===== config.mk =====
export PLATFORM = sky130hd
export DESIGN_NAME = leaf_refill_arbiter
export DESIGN_NICKNAME = d
export VERILOG_FILES = /design/src/rtl/leaf_refill_arbiter.sv
export SDC_FILE = /design/constraint.sdc
export NUM_CORES = 1
export LEC_CHECK = 0
export ABC_AREA = 1
export CORE_MARGIN = 1.5
export CORE_UTILIZATION = 50
export CTS_CLUSTER_SIZE = 16
export DETAILED_ROUTE_END_ITERATION = 8
export GPL_ROUTABILITY_DRIVEN = 0
export PLACE_DENSITY_LB_ADDON = 0.1
export SYNTH_ARGS = -nofsm -noshare
export SYNTH_HDL_FRONTEND = slang
export SYNTH_SLANG_ARGS = --single-unit

===== constraint.sdc =====
create_clock -name i_clk -period 6.35 [get_ports i_clk]
set_input_delay 0.635 -clock i_clk [delete_from_list [all_inputs] [get_ports i_clk]]
set_output_delay 0.635 -clock i_clk [all_outputs]
set_load 0.01 [all_outputs]

===== src/rtl/leaf_refill_arbiter.sv =====
// Leaf refill arbiter: walks per-leaf run descriptors, issues bounded read bursts into leaf FIFOs and
// finishes each leaf with a zero terminator. Define LEAF_REFILL_RR_EN for round-robin grants (default fixed priority).
module leaf_refill_arbiter #(
  parameter int NUM_LEAVES = 4,
  parameter int BURST_LEN  = 4,
  parameter int ADDR_W     = 32,
  parameter int LEN_W      = 16,
  localparam int LEAF_W    = (NUM_LEAVES > 1) ? $clog2(NUM_LEAVES) : 1
) (
  input  logic                  i_clk,
  input  logic                  i_rst,
  input  logic                  i_cfg_load,
  input  logic [LEAF_W-1:0]     i_cfg_leaf,
  input  logic [ADDR_W-1:0]     i_cfg_base,
  input  logic [LEN_W-1:0]      i_cfg_len,
  input  logic                  i_start,
  input  logic [NUM_LEAVES-1:0] i_leaf_space_ok,
  input  logic                  i_mem_ready,
  input  logic                  i_mem_rvalid,
  output logic                  o_mem_req,
  output logic [ADDR_W-1:0]     o_mem_addr,
  output logic [4:0]            o_mem_len,
  output logic [NUM_LEAVES-1:0] o_leaf_push,
  output logic                  o_push_zero,
  output logic                  o_busy,
  output logic                  o_all_done,
  output logic                  o_err
);

  typedef enum logic [2:0] {
    S_IDLE,
    S_ARB,
    S_REQ,
    S_WAIT_DATA,
    S_TERM,
    S_DONE
  } state_e;

  state_e                  state_q;
  logic [LEAF_W-1:0]       cur_q;
  logic [4:0]              len_q;
  logic [4:0]              beat_q;
  logic                    err_q;
  logic [NUM_LEAVES-1:0]   term_q;
  logic [ADDR_W-1:0]       base_q [NUM_LEAVES];
  logic [LEN_W-1:0]        rem_q  [NUM_LEAVES];

  logic [NUM_LEAVES-1:0]   eligible;
  logic                    grant_vld;
  logic [LEAF_W-1:0]       grant_idx;
  logic [LEN_W-1:0]        grant_rem;
  logic [4:0]              burst_len_d;
  logic [NUM_LEAVES-1:0]   push_d;

  assign eligible = i_leaf_space_ok & ~term_q;

`ifdef LEAF_REFILL_RR_EN
  logic [LEAF_W-1:0] rr_q;
  logic [LEAF_W-1:0] rr_d;
  logic [LEAF_W-1:0] scan_idx;

  // rr_q holds the first index to consider, i.e. the one after the previous grant.
  always_comb begin
    grant_vld = 1'b0;
    grant_idx = '0;
    scan_idx  = '0;
    for (int k = 0; k < NUM_LEAVES; k++) begin
      scan_idx = LEAF_W'((int'(rr_q) + k) % NUM_LEAVES);
      if (!grant_vld && eligible[scan_idx]) begin
        grant_vld = 1'b1;
        grant_idx = scan_idx;
      end
    end
    rr_d = (grant_idx == LEAF_W'(NUM_LEAVES - 1)) ? '0 : grant_idx + 1'b1;
  end
`else
  // Descending scan so the lowest eligible index wins.
  always_comb begin
    grant_vld = 1'b0;
    grant_idx = '0;
    for (int i = NUM_LEAVES - 1; i >= 0; i--) begin
      if (eligible[i]) begin
        grant_vld = 1'b1;
        grant_idx = LEAF_W'(i);
      end
    end
  end
`endif

  assign grant_rem   = rem_q[grant_idx];
  assign burst_len_d = (grant_rem > LEN_W'(BURST_LEN)) ? 5'(BURST_LEN) : 5'(grant_rem);

  always_ff @(posedge i_clk or posedge i_rst) begin
    if (i_rst) begin
      state_q <= S_IDLE;
      cur_q   <= '0;
      len_q   <= '0;
      beat_q  <= '0;
      err_q   <= 1'b0;
      term_q  <= '0;
`ifdef LEAF_REFILL_RR_EN
      rr_q    <= '0;
`endif
      for (int i = 0; i < NUM_LEAVES; i++) begin
        base_q[i] <= '0;
        rem_q[i]  <= '0;
      end
    end else begin
      // Stray beats (including ones from a burst abandoned by reset) are dropped but flagged.
      if (i_mem_rvalid && (state_q != S_WAIT_DATA)) begin
        err_q <= 1'b1;
      end

      case (state_q)
        S_IDLE: begin
          if (i_cfg_load) begin
            base_q[i_cfg_leaf] <= i_cfg_base;
            rem_q[i_cfg_leaf]  <= i_cfg_len;
            term_q[i_cfg_leaf] <= 1'b0;
          end
          if (i_start) begin
            state_q <= S_ARB;
          end
        end

        S_ARB: begin
          if (grant_vld) begin
            cur_q <= grant_idx;
`ifdef LEAF_REFILL_RR_EN
            rr_q  <= rr_d;
`endif
            if (grant_rem != '0) begin
              len_q   <= burst_len_d;
              state_q <= S_REQ;
            end else begin
              state_q <= S_TERM;
            end
          end else if (&term_q) begin
            state_q <= S_DONE;
          end
        end

        S_REQ: begin
          if (i_mem_ready) begin
            base_q[cur_q] <= base_q[cur_q] + ADDR_W'(len_q);
            rem_q[cur_q]  <= rem_q[cur_q] - LEN_W'(len_q);
            beat_q        <= '0;
            state_q       <= S_WAIT_DATA;
          end
        end

        S_WAIT_DATA: begin
          if (i_mem_rvalid) begin
            beat_q <= beat_q + 5'd1;
            if (beat_q == (len_q - 5'd1)) begin
              state_q <= S_ARB;
            end
          end
        end

        S_TERM: begin
          term_q[cur_q] <= 1'b1;
          state_q       <= S_ARB;
        end

        S_DONE: begin
          if (i_start) begin
            term_q  <= '0;
            state_q <= S_IDLE;
          end
        end

        default: state_q <= S_IDLE;
      endcase
    end
  end

  // Data beats pass straight through to the granted leaf in the cycle they arrive.
  always_comb begin
    push_d = '0;
    if ((state_q == S_TERM) || ((state_q == S_WAIT_DATA) && i_mem_rvalid)) begin
      push_d[cur_q] = 1'b1;
    end
  end

  assign o_leaf_push = push_d;
  assign o_push_zero = (state_q == S_TERM);
  assign o_mem_req   = (state_q == S_REQ);
  assign o_mem_addr  = (state_q == S_REQ) ? base_q[cur_q] : '0;
  assign o_mem_len   = (state_q == S_REQ) ? len_q : '0;
  assign o_busy      = (state_q != S_IDLE) && (state_q != S_DONE);
  assign o_all_done  = (state_q == S_DONE);
  assign o_err       = err_q;

endmodule


==> reports/qor.txt, run 1 <==
Status -> complete, but fails checks
Failing checks -> DRC
Final net count -> 2,077
Die span in y -> 167 um
Port Buf Inserts -> 105
Worst-path fanout max -> 49
Most frequent cells in the layout -> nand2_1 (423), a21oi_1 (300), nor2_1 (293)
Antenna viol nets, final -> 0
Max-slew headroom -> 0.317
CP peak stage delay -> 990 ps
Fin Hold WS -> 480 ps
Total power -> 8.23 mW
Worst VDD drop -> 0.000252 V
Gate Count Post-Synth -> 1,944
Initial Utilization -> 0.512
Rows -> 59
Initial antenna violation count -> 0
P per Cell Area -> 533 nW/um2
Sequential area share after synthesis -> 0.396
Peak Freq -> 224 MHz
Critical Path Slowest Stage Cell -> clkinv_1
Post-synthesis mux area share -> 0
RSZ-0062 raised after global routing -> false
Root Buffer -> clkbuf_16
Synthesis Warnings -> 0
Maxcap violations -> 0
Post-Synth Simple-Gate Area -> 0.296
Top post-synthesis cells by area -> dfrtp_1 (40%), nand2_1 (12%), a21oi_1 (11%)
Delay-heaviest family, CP -> buffers and inverters
Post-synth top area cell -> dfrtp_1
Core footprint -> 26,100 um2
CTS Hold Buffers Added -> 0
Yosys cell types -> 39
Routed wire length -> 48,600 um
Setup TNS -> 0 ps
DR iter-0 viols -> 1,825
DRT Pass-1 Iters -> 9
Xor and xnor fraction of the mapped netlist area -> 0.0156
Mean Syn Cell Area -> 6.88 um2
Fin util -> 0.591
Post-DR vias/cell -> 6.10
Synth Area in Adders -> 0.0142
Reg clk slew, reported paths -> 60 ps
Synth Area in Compound Gates -> 0.197
Buf+Inv Stages, Crit Path -> 6
Io pins -> 106
Crit share post-route -> 0.702
Max Root-Sink Buffers -> 3
Share of cells above drive strength 1 -> 0.0550
First-pass GRT wire length -> 76,700 um
Final hold viol count -> 0
Via count -> 14,400
DP Area -> 14,600 um2
Routed WL per cell -> 20.6 um
CP Cell Sequence -> inv_2, nand2_1, nor2_4, buf_4, clkinv_1, nand2_1, nand2_2, buf_4, clkinv_1, buf_4, o21a_1
Clk_lat worst skew -> 530 ps
Commonest non-fill, non-tap cell in the layout -> nand2_1
Slack of the critical path -> 1890 ps
Synthesized cell area -> 13,400 um2
DRC violations left -> 8
Minimum clock period -> 4460 ps
WP data required -> 6770 ps
Largest net degree at the start of global routing -> 147
Setup Viol. Count Final -> 0
Placed insts -> 2,311
Gr usage total -> 0.350
CTS Sinks -> 212
Hpwl dp -> 30,200 um
Pre-CTS WS -> 2060 ps
Post CTS Setup Buffer Count -> 0
Mapped Nets -> 2,018
Ant diodes -> 0
Leakage Power -> 6.88 nW
Least-Margin Pin Slew -> 1020 ps
Hold WC Path Type -> reg -> reg
FF+latch count, synth -> 212
Yosys top cell area share -> 0.396
Vias in the first global route -> 14,000
Grt ovf -> 0
Startpoint types -> flip-flop
Crit Path Class -> reg -> reg
Area growth from synthesis to layout -> 15.3%
Total CTS buffers -> 25
Most used cell along the critical path -> buf_4
Die width -> 167 um
CTS tree -> done
Fin. max-slew vios -> 0
Crit end category -> flip-flop
# resized after CTS -> 0
Largest family of logic cells by synthesized area -> simple AND/OR/NAND/NOR gates
Crit path arrival time -> 4880 ps
H-tree depth -> 1
Cell Count, Final, Fillers Out -> 2,353
Post-route design area -> 15,400 um2
Die footprint -> 27,800 um2
Skew final -> 7.11 ps
-- final timing paths --
check / slack, ps / from / cells past startpoint / to
max: 1890 / cur_q[1] / 11 / base_q[68]
min: 480 / o_err / 1 / o_err
max reg2reg: 1890 / cur_q[1] / 11 / base_q[68]
min reg2reg: 480 / o_err / 1 / o_err
max in group asynchronous: 4360 / i_rst / 4 / rem_q[26]
min in group asynchronous: 600 / i_rst / 3 / base_q[13]
-- final cells by class --
type | count | area, um2
Fill cell | 2488 | 10700
Timing Repair Buffer | 128 | 1240
Multi-Input combinational cell | 1467 | 7040
Clock buffer | 40 | 762
Sequential cell | 212 | 5310
Clock inverter | 2 | 35.0
Inverter | 169 | 638
Tap cell | 335 | 419
-- layer usage --
metal / share of wire / routed length [um] / track usage
met2: 0.46 / 22200 / 0.559
met3: 0.11 / 5400 / 0.0611
met5: 0 / 0 / 0
met4: 0.034 / 1660 / 0.137
met1: 0.40 / 19400 / 0.474
-- state kept, by name, indices dropped and copies added, names as in the netlist --
signal	flops
base_q	128
rem_q	64
beat_q	5
len_q	5
term_q	4
state_q	3
cur_q	2
o_err	1
-- power breakdown --
part	switching (mW)	internal, mW	leakage, nW
combinational	3.08	1.35	3.93
clock	0.582	0.851	0.392
sequential	0.374	2.00	2.56
total	4.04	4.20	6.88
-- kinds of logic after synthesis --
kind of cell	after synthesis
adders and majority gates	14
xor gates and xnor gates	23
and+or+nand+nor	952
buffers and inverters	265
DFF	212
AOI/OAI and AO/OA	478
-- Yosys cell counts --
| library cell | instances |
|---|---|
| xnor2_1 | 7 |
| inv_2 | 22 |
| clkinv_1 | 3 |
| a211oi_1 | 2 |
| o211ai_1 | 1 |
| o21a_1 | 10 |
| xor2_1 | 15 |
| o22ai_2 | 1 |
| a22oi_1 | 38 |
| nand2_1 | 427 |
| o21ai_1 | 14 |
| or2_2 | 3 |
| o21bai_1 | 1 |
| buf_2 | 26 |
| a31oi_1 | 8 |
| o22ai_1 | 28 |
| buf_4 | 13 |
| nor2_1 | 294 |
| nand3_4 | 1 |
| ha_1 | 12 |
| nand3_1 | 167 |
| o221ai_1 | 13 |
| fa_1 | 2 |
| nand4_1 | 24 |
| nor2_4 | 5 |
| a21oi_1 | 300 |
| nor3_1 | 14 |
| inv_1 | 144 |
| o21ai_0 | 58 |
| a221oi_1 | 1 |
| clkbuf_1 | 51 |
| nor2_2 | 10 |
| and3_1 | 1 |
| dfrtp_1 | 212 |
| nand3b_1 | 2 |
| buf_1 | 6 |
| xor2_2 | 1 |
| nand2_2 | 4 |
| a22o_1 | 3 |
Power figures use the tool's default switching activity.
==> inputs of run 2 (changes only) <==
==> constraint.sdc (replaced) <==
create_clock -name i_clk -period 4.4 [get_ports i_clk]
set_input_delay 0.44 -clock i_clk [delete_from_list [all_inputs] [get_ports i_clk]]
set_output_delay 0.44 -clock i_clk [all_outputs]
set_load 0.01 [all_outputs]
==> reports/qor.txt, run 2 (synthesis gave the netlist of run 1 again) <==
CTS Sinks -> 212
CTS Hold Buffers Added -> 0
Port Buf Inserts -> 105
Largest net degree at the start of global routing -> 155
Max-slew headroom -> 0.196
Minimum clock period -> 3600 ps
Hold_sp -> o_err
Status -> completed
Final hold viol count -> 0
DRT Pass-1 Iters -> 8
Initial antenna violation count -> 0
Io pins -> 106
Total CTS buffers -> 26
Hpwl dp -> 30,500 um
Fin. max-slew vios -> 0
Area growth from synthesis to layout -> 16.7%
Peak Freq -> 278 MHz
CTS tree -> done
Vias in the first global route -> 14,200
Hold Crit Endpoint -> o_err
Crit end category -> output port
Rows -> 59
Reg clk slew, reported paths -> 60 ps
Reg2Reg Depth -> 19
Fin Hold WS -> 477 ps
DR iter-0 viols -> 1,665
Biggest regs -> base_q: 128 flops, rem_q: 64 flops
Skew final -> 9.59 ps
Crit Path Class -> reg -> out
Max Root-Sink Buffers -> 3
Cell Count, Final, Fillers Out -> 2,367
H-tree depth -> 1
Maxcap violations -> 0
Worst R2R Setup Slack -> 810 ps
RSZ-0062 raised after global routing -> false
Gr usage total -> 0.355
Initial Utilization -> 0.512
Die width -> 167 um
Grt ovf -> 0
Launch point of the worst reg-to-reg path -> cur_q[0]
R2R Path End -> base_q[52]
Placed insts -> 2,322
Root Buffer -> clkbuf_16
Ant diodes -> 0
Commonest non-fill, non-tap cell in the layout -> nand2_1
Least-Margin Pin Slew -> 1200 ps
Setup TNS -> 0 ps
Die footprint -> 27,800 um2
Worst VDD drop -> 0.000445 V
Worst-path fanout max -> 20
Leakage Power -> 6.98 nW
Via count -> 14,500
Max FFs per register -> 128
Hold WC Path Type -> reg -> reg
# resized after CTS -> 0
Die span in y -> 167 um
Setup Viol. Count Final -> 0
DRC violations left -> 0
Final net count -> 2,089
Core footprint -> 26,100 um2
Routed WL per cell -> 20.8 um
Share of cells above drive strength 1 -> 0.0630
Post CTS Setup Buffer Count -> 0
Routed wire length -> 49,200 um
P per Cell Area -> 773 nW/um2
Post-DR vias/cell -> 6.11
Crit share post-route -> 0.819
Clk_lat worst skew -> 540 ps
Most frequent cells in the layout -> nand2_1 (423), a21oi_1 (300), nor2_1 (293)
Total power -> 12.1 mW
Startpoint types -> flip-flop
First-pass GRT wire length -> 78,300 um
Antenna viol nets, final -> 0
Reg with most FFs -> base_q
Hold path depth -> 1
Crit path arrival time -> 3160 ps
WP data required -> 3960 ps
==> run 2: worst max-delay path by stage <==
stage          slack (ps)              to  depth (start not counted)  startpoint
3_5_place_dp          910      base_q[20]                         19    cur_q[1]
3_3_place_gp          990      base_q[20]                         18    cur_q[1]
4_1_cts               850  o_mem_addr[16]                          8    cur_q[0]
6_report              800  o_mem_addr[16]                          8    cur_q[0]
2_1_floorplan        1080      base_q[16]                         19    cur_q[0]
5_1_grt               490      base_q[52]                         19    cur_q[0]
==> run 2: layer usage <==
metal  up-vias  wire length, um  GRT usage
met5         -                0          0
met3       166             4910     0.0509
met4         0             1930      0.155
met2       879            22800      0.581
li1       6613                -          -
met1      6800            19600      0.472
==> run 2: layout make-up <==
class | instances | area, um2
fillers | 2509 | 10500
flip-flops and latches | 212 | 5310
clock inverters | 7 | 85.1
repair buffers | 139 | 1340
multi-input cells | 1467 | 7040
well taps | 335 | 419
clock buffers | 38 | 787
inverters | 169 | 638
==> run 2: metrics by stage <==
stage                     setup WS [ps]  utilization  cell area, um2
final                               797        0.598           15600
after global routing                491        0.598           15600
after CTS                           853        0.598           15600
after detailed placement            906        0.564           14700
after global placement              991        0.564           14700
after floorplan                    1080            -           13400
==> run 2: power breakdown <==
part | switching [mW] | total [mW] | internal [mW]
Sequential | 0.548 | 3.43 | 2.88
Combinational | 4.43 | 6.42 | 2.00
Clock | 0.874 | 2.22 | 1.34
Total | 5.85 | 12.1 | 6.22
==> run 2: critical path, stage by stage (launching register included) <==
cell and delay (ps):
dfrtp_1 540, nand2_2 100, inv_2 450, buf_4 450, nand2_1 100, nand4_1 210, inv_1 100, nor2_1 110
clkdlybuf4s50_1 550
